**config.mk**
```make
export PLATFORM = sky130hd
export DESIGN_NAME = rr_arbiter8_3
export DESIGN_NICKNAME = d
export VERILOG_FILES = /design/src/rtl/arb_pkg.sv /design/src/rtl/rr_pick.sv /design/src/rtl/rr_arbiter8_3.sv
export SDC_FILE = /design/constraint.sdc
export NUM_CORES = 1
export LEC_CHECK = 0
export BUFFER_PORTS_ARGS = -buffer_cell sky130_fd_sc_hd__buf_2
export CAP_MARGIN = 20
export CORE_ASPECT_RATIO = 1.75
export CORE_MARGIN = 2
export CORE_UTILIZATION = 40
export CTS_CLUSTER_DIAMETER = 100
export DETAILED_ROUTE_END_ITERATION = 10
export SLEW_MARGIN = 20
export SYNTH_ARGS = -nofsm -noshare
export SYNTH_HDL_FRONTEND = slang
export SYNTH_SLANG_ARGS = --single-unit
```
**constraint.sdc**
```tcl
create_clock -name clk -period 10 [get_ports clk]
set_clock_uncertainty 0.15 [all_clocks]
set_input_delay 2.5 -clock clk [delete_from_list [all_inputs] [get_ports clk]]
set_output_delay 2.5 -clock clk [all_outputs]
set_load 0.05 [all_outputs]
```
**src/rtl/arb_pkg.sv**
```systemverilog
// Shared types and defaults for the round-robin arbiter slice.
package arb_pkg;

  localparam int unsigned WIDTH_DEF     = 8;
  localparam int unsigned WIDTH_OUT_DEF = 3;
  localparam int unsigned MAX_HOLD_DEF  = 16;

  localparam logic MODE_RR    = 1'b0;
  localparam logic MODE_FIXED = 1'b1;

  typedef enum logic [0:0] {
    IDLE = 1'b0,
    BUSY = 1'b1
  } state_e;

endpackage

```
**src/rtl/rr_pick.sv**
```systemverilog
// Combinational winner selection: round-robin from a start index, or highest-index-wins.
module rr_pick
  import arb_pkg::*;
#(
  parameter int unsigned WIDTH     = WIDTH_DEF,
  parameter int unsigned WIDTH_OUT = WIDTH_OUT_DEF
) (
  input  logic [WIDTH-1:0]     req,
  input  logic [WIDTH_OUT-1:0] start,
  input  logic                 mode,
  output logic [WIDTH_OUT-1:0] idx,
  output logic                 found
);

  logic [WIDTH-1:0] rot;
  int               k;
  int               rr_off;
  int               fx_idx;
  int               sum;

  always_comb begin
    rot    = '0;
    k      = 0;
    rr_off = 0;
    fx_idx = 0;
    sum    = 0;
    found  = |req;
    // Rotate so that bit 0 of rot corresponds to req[start].
    for (int i = 0; i < int'(WIDTH); i++) begin
      k = i + int'(start);
      if (k >= int'(WIDTH)) k = k - int'(WIDTH);
      rot[i] = req[WIDTH_OUT'(k)];
    end
    for (int i = int'(WIDTH) - 1; i >= 0; i--) begin
      if (rot[i]) rr_off = i;
    end
    for (int i = 0; i < int'(WIDTH); i++) begin
      if (req[i]) fx_idx = i;
    end
    // Rotate the found offset back into absolute index space.
    sum = rr_off + int'(start);
    if (sum >= int'(WIDTH)) sum = sum - int'(WIDTH);
    idx = (mode == MODE_FIXED) ? WIDTH_OUT'(fx_idx) : WIDTH_OUT'(sum);
  end

endmodule

```
**src/rtl/rr_arbiter8_3.sv**
```systemverilog
// Eight-way arbiter: registered one-hot grant plus index, held until done,
// request withdrawal, or hold-limit timeout.
module rr_arbiter8_3
  import arb_pkg::*;
#(
  parameter int unsigned WIDTH     = WIDTH_DEF,
  parameter int unsigned WIDTH_OUT = WIDTH_OUT_DEF,
  parameter int unsigned MAX_HOLD  = MAX_HOLD_DEF
) (
  input  logic                 clk,
  input  logic                 rst,
  input  logic [WIDTH-1:0]     req,
  input  logic                 done,
  input  logic                 mode,
  output logic [WIDTH-1:0]     gnt,
  output logic [WIDTH_OUT-1:0] gnt_idx,
  output logic                 gnt_valid,
  output logic                 timeout
);

  localparam int unsigned          CNT_W    = (MAX_HOLD == 0) ? 1 : $clog2(MAX_HOLD + 1);
  localparam logic [CNT_W-1:0]     CNT_MAX  = CNT_W'(MAX_HOLD);
  localparam logic [CNT_W-1:0]     CNT_SAT  = '1;
  localparam logic                 TO_EN    = (MAX_HOLD != 0);
  localparam logic [WIDTH_OUT-1:0] LAST_IDX = WIDTH_OUT'(WIDTH - 1);

  state_e               state, state_nxt;
  logic [CNT_W-1:0]     hold_cnt, hold_nxt;
  logic [WIDTH_OUT-1:0] last_ptr, last_nxt;
  logic [WIDTH-1:0]     gnt_nxt;
  logic [WIDTH_OUT-1:0] idx_nxt;
  logic                 valid_nxt;
  logic                 timeout_nxt;

  logic [WIDTH_OUT-1:0] start_c;
  logic [WIDTH_OUT-1:0] pick_idx;
  logic                 pick_found;
  logic                 owner_req;
  logic                 expired;

  assign start_c   = (last_ptr == LAST_IDX) ? '0 : last_ptr + WIDTH_OUT'(1);
  assign owner_req = req[gnt_idx];
  assign expired   = TO_EN && (hold_cnt == CNT_MAX);

  rr_pick #(
    .WIDTH     (WIDTH),
    .WIDTH_OUT (WIDTH_OUT)
  ) u_pick (
    .req   (req),
    .start (start_c),
    .mode  (mode),
    .idx   (pick_idx),
    .found (pick_found)
  );

  // State and output registers.
  always_ff @(posedge clk or posedge rst) begin
    if (rst) begin
      state     <= IDLE;
      hold_cnt  <= '0;
      last_ptr  <= LAST_IDX;
      gnt       <= '0;
      gnt_idx   <= '0;
      gnt_valid <= 1'b0;
      timeout   <= 1'b0;
    end else begin
      state     <= state_nxt;
      hold_cnt  <= hold_nxt;
      last_ptr  <= last_nxt;
      gnt       <= gnt_nxt;
      gnt_idx   <= idx_nxt;
      gnt_valid <= valid_nxt;
      timeout   <= timeout_nxt;
    end
  end

  // Next-state and next-output logic.
  always_comb begin
    state_nxt   = state;
    hold_nxt    = hold_cnt;
    last_nxt    = last_ptr;
    gnt_nxt     = gnt;
    idx_nxt     = gnt_idx;
    valid_nxt   = gnt_valid;
    timeout_nxt = 1'b0;
    case (state)
      IDLE: begin
        gnt_nxt   = '0;
        valid_nxt = 1'b0;
        if (pick_found) begin
          gnt_nxt   = WIDTH'(1) << pick_idx;
          idx_nxt   = pick_idx;
          valid_nxt = 1'b1;
          hold_nxt  = CNT_W'(1);
          state_nxt = BUSY;
        end
      end
      BUSY: begin
        if (done || !owner_req || expired) begin
          gnt_nxt     = '0;
          valid_nxt   = 1'b0;
          last_nxt    = gnt_idx;
          hold_nxt    = '0;
          state_nxt   = IDLE;
          // done and withdrawal both outrank the hold limit.
          timeout_nxt = !done && owner_req;
        end else if (hold_cnt != CNT_SAT) begin
          hold_nxt = hold_cnt + CNT_W'(1);
        end
      end
      default: state_nxt = IDLE;
    endcase
  end

endmodule

```
==> results <==
- The run finished with clean final reports.
- The total area inside the core boundary comes to 3900 µm².
- The hold violation count in the final report is 0.
- No sink is reached through more buffers than the 2 on the longest clock path.
- The slowest cell on the critical path is sky130_fd_sc_hd__mux4_1.
- The combined buffer and inverter count along the critical path is 1.
- The initial standard-cell utilization of the core is 0.417.
- Of the synthesized area, sequential elements account for 0.340.
- The clock latency on the worst-skew pair is 0.27 ns.
- The deepest level of the CTS H-tree is 1.
- The floorplan has 30 rows.
- Of the total synthesized cell area, the portion taken by XOR and XNOR cells is 0.0215.
- The die is 88.4 µm tall.
- Setup total negative slack on the finished layout was measured at 0 ns.
- Of the cells placed in the final design, the portion with a size suffix greater than 1 is 0.249.
- Subtracting the final worst setup slack from the clock period gives 5.50 ns.
- The arrival time at the worst endpoint is 5.48 ns.
- The kind of start point of the critical path is an input port.
- The layout overhead on the synthesized area is 12.7%.
- The top cell types in the final layout, fill and taps aside, are 24 x sky130_fd_sc_hd__buf_2, 22 x sky130_fd_sc_hd__nand2_1, 19 x sky130_fd_sc_hd__dfrtp_1.
- The number of post-CTS setup repair buffers is 0.
- The total via count in the routed design is 1336.
- The die covers 4620 µm².
- The I/O pin count is 25.
- The synthesized area per cell is 10.2 µm².
- The adder-cell share of the synthesized area is 0.0661.
- At the pin with the least slew margin, the transition time is 0.837 ns.
- The total number of yosys warnings is 0.
- The critical path crosses 14 cells after its start point.
- The depth of the worst hold-timing path is 2.
- The worst setup path category is in -> reg.
- The net total in the final layout is 206.
- The clock slew at the register clock pins of the worst setup and hold paths is 0.08 ns.
- Traced cell by cell, the critical path runs through buf_2 -> mux4_1 -> mux2i_1 -> nand2b_1 -> a21boi_0 -> o21ai_0 -> a21boi_1 -> ha_1 -> fa_1 -> xor2_1 -> or2b_1 -> or4b_4 -> nand4_4 -> o31ai_1.
- The terminating pin of the worst hold path is gnt[5].
- The maximum clock frequency is 182 MHz.
- The detailed placement HPWL is 2940 µm.
- The top cell family by delay on the critical path is simple AND/OR/NAND/NOR gates.
- In the finished design, the share of the clock period the worst path needs comes to 0.550.
- The number of antenna diodes in the final layout is 0.
- The root buffer cell is sky130_fd_sc_hd__clkbuf_8.
- The area fraction in and, or, nand and nor cells after synthesis is 0.187.
- The overall track demand over capacity in global routing is 0.172.
- Counting every sink on the clock net gives 22.
- The final weighted congestion in routability-driven placement is 0.775.
- The number of setup violations in the final report is 0.
- Fill cells in the final layout number 409.
- The count of cells along the worst register-to-register path is 18.
- The total nets after synthesis is 180.
- For this block, the initial DRC count from the detailed router was 43.
- The portion of synthesized area spent on multiplexers is 0.219.
- The endpoint of the lowest-slack register-to-register path is gnt[4].
- The via count of the first global-routing pass is 1316.
- TritonCTS created 3 clock buffers.
- In this run, synthesis produced a sequential element count of 22.
- The biggest cell delay along the critical path is 0.54 ns.
- The number of max-slew violations in the final report is 0.
- The pin count of the biggest net entering global routing is 23.
- Setup repair after global routing left no endpoint under its margin.
- The main combinational cell family by area after synthesis is multiplexers.
- In this run, post-CTS repair resized a total of 0 instances.
- At the worst endpoint, the required time is 9.98 ns.
- The number of violations of the max-capacitance limit is 0.
- After clock tree synthesis, the flow added hold-fix buffers numbering 0.
- The post-synthesis compound-gate area fraction is 0.122.
- The count of port buffers added during placement is 24.
- The reg-to-reg startpoint is last_ptr[0].
- The endpoint kind of the worst setup timing path is a flop.
- In this run the cell area of the synthesized design comes to 1630 µm².
- The first-pass iteration count of the detailed router is 4.
- Leaving out fill and tap cells, the most frequent cell in the layout is sky130_fd_sc_hd__buf_2.
- The classification of the worst-slack hold path is reg -> reg.
- Using the TritonRoute via totals, the vias-per-cell ratio works out to 5.73.
- The number of library cell types mapped by synthesis is 42.
- Summed over all layers, the global routing overflow is 0.
- The synthesized netlist cell count is 160.
- The routed length per instance is 15.8 µm.
- The worst max-slew margin expressed relative to the limit is 0.441.
- The post-detailed-route DRC marker count is 0.
- The first global-routing pass estimated 5920 µm of wire.
- The register-to-register setup slack is 5.32 ns.
- The detail route stage leaves a number of antenna-violating nets equal to 0.
- The die extent in x is 52.2 µm.
- In this run the most critical hold path is launched from gnt[5].
- The number of antenna violations at the first check in global routing is 0.
- The routed wire length is 3690 µm.
- TritonCTS built the clock tree.
- The peak fanout along the critical path is 9.
-- logic make-up (layout without fill, tap and decap cells) --
group                    after synthesis  after routing
AO/OA/AOI/OAI                         30             30
XOR/XNOR                               4              4
adder cells (fa/ha/maj)                8              8
buffers and inverters                 16             41
flip-flops                            22             22
multiplexers                          22             22
AND/OR/NAND/NOR                       58             58
-- metal layers --
layer | vias to the layer above | wire length (µm) | GRT usage | share of wire
met5 | - | 0 | 0 | 0
met4 | 0 | 73 | 0.0816 | 0.020
met3 | 8 | 100 | 0.0152 | 0.027
met2 | 31 | 2100 | 0.331 | 0.57
met1 | 659 | 1410 | 0.179 | 0.38
li1 | 638 | - | - | -
-- per-stage QoR --
step / setup WS, ns / instance area, µm² / std cells / utilization / hold WS [ns]
floorplan: 4.65 / 1630 / 160 / - / 0.370
global placement: 4.35 / 1790 / 229 / 0.459 / 0.313
detailed placement: 4.22 / 1790 / 229 / 0.459 / 0.323
CTS: 4.49 / 1840 / 233 / 0.470 / 0.341
global route: 4.29 / 1840 / 233 / 0.470 / 0.375
finish: 4.50 / 1840 / 233 / 0.470 / 0.340
-- how the worst max path moves through the flow --
stage / startpoint / to / slack, ns
after global placement: req[1] / gnt[4] / 4.35
after detailed placement: req[1] / gnt[4] / 4.22
after global routing: req[1] / gnt[1] / 4.29
final: req[1] / gnt[4] / 4.50
after floorplan: req[1] / gnt[1] / 4.65
after CTS: req[1] / gnt[4] / 4.49
-- synthesized netlist by cell type (all sizes together) --
cell type,instances,area [µm²]
nand4,4,40.0
mux2i,9,90.1
mux2,3,33.8
xor2,2,17.5
buf,2,15.0
nor2b,1,6.26
or2b,1,7.51
a31oi,1,6.26
o21ai,10,50.0
mux4,10,233
nand2,22,82.6
nor4,2,12.5
o21bai,1,7.51
o31ai,2,15.0
or4b,1,13.8
dfrtp,19,475
o311ai,1,8.76
o211ai,1,7.51
ha,7,87.6
inv,13,53.8
a22o,2,17.5
xnor2,2,17.5
nand3,6,30.0
nand2b,4,25.0
a21o,2,15.0
fa,1,20.0
a21oi,4,20.0
and3,1,6.26
dfstp,3,78.8
nor2,14,68.8
a32o,2,20.0
clkbuf,1,3.75
a21boi,3,22.5
nor3,1,5.00
or2,1,6.26
o31a,1,8.76
-- registers in the layout, indices dropped and copies added (netlist names) --
signal / count
gnt: 8
gnt_idx: 3
gnt_valid: 1
hold_cnt: 5
last_ptr: 3
state: 1
timeout: 1
-- layout make-up --
class	count	area [µm²]	share of cell area
Multi-Input combinational cell	122	1000	0.546
Inverter	13	53.8	0.0293
Clock buffer	4	45.0	0.0245
Tap cell	48	60.1	0.0327
Timing Repair Buffer	24	120	0.0654
Sequential cell	22	554	0.302
-- tightest hold or removal path, stage by stage (launching register included) --
cell,delay (ns)
sky130_fd_sc_hd__dfrtp_1,0.34
sky130_fd_sc_hd__nand2_1,0.05
sky130_fd_sc_hd__o21ai_1,0.06
Power is left out: the tool's default activity adds up to more than one toggle a clock period on the data nets, which glitch-free logic cannot reach.
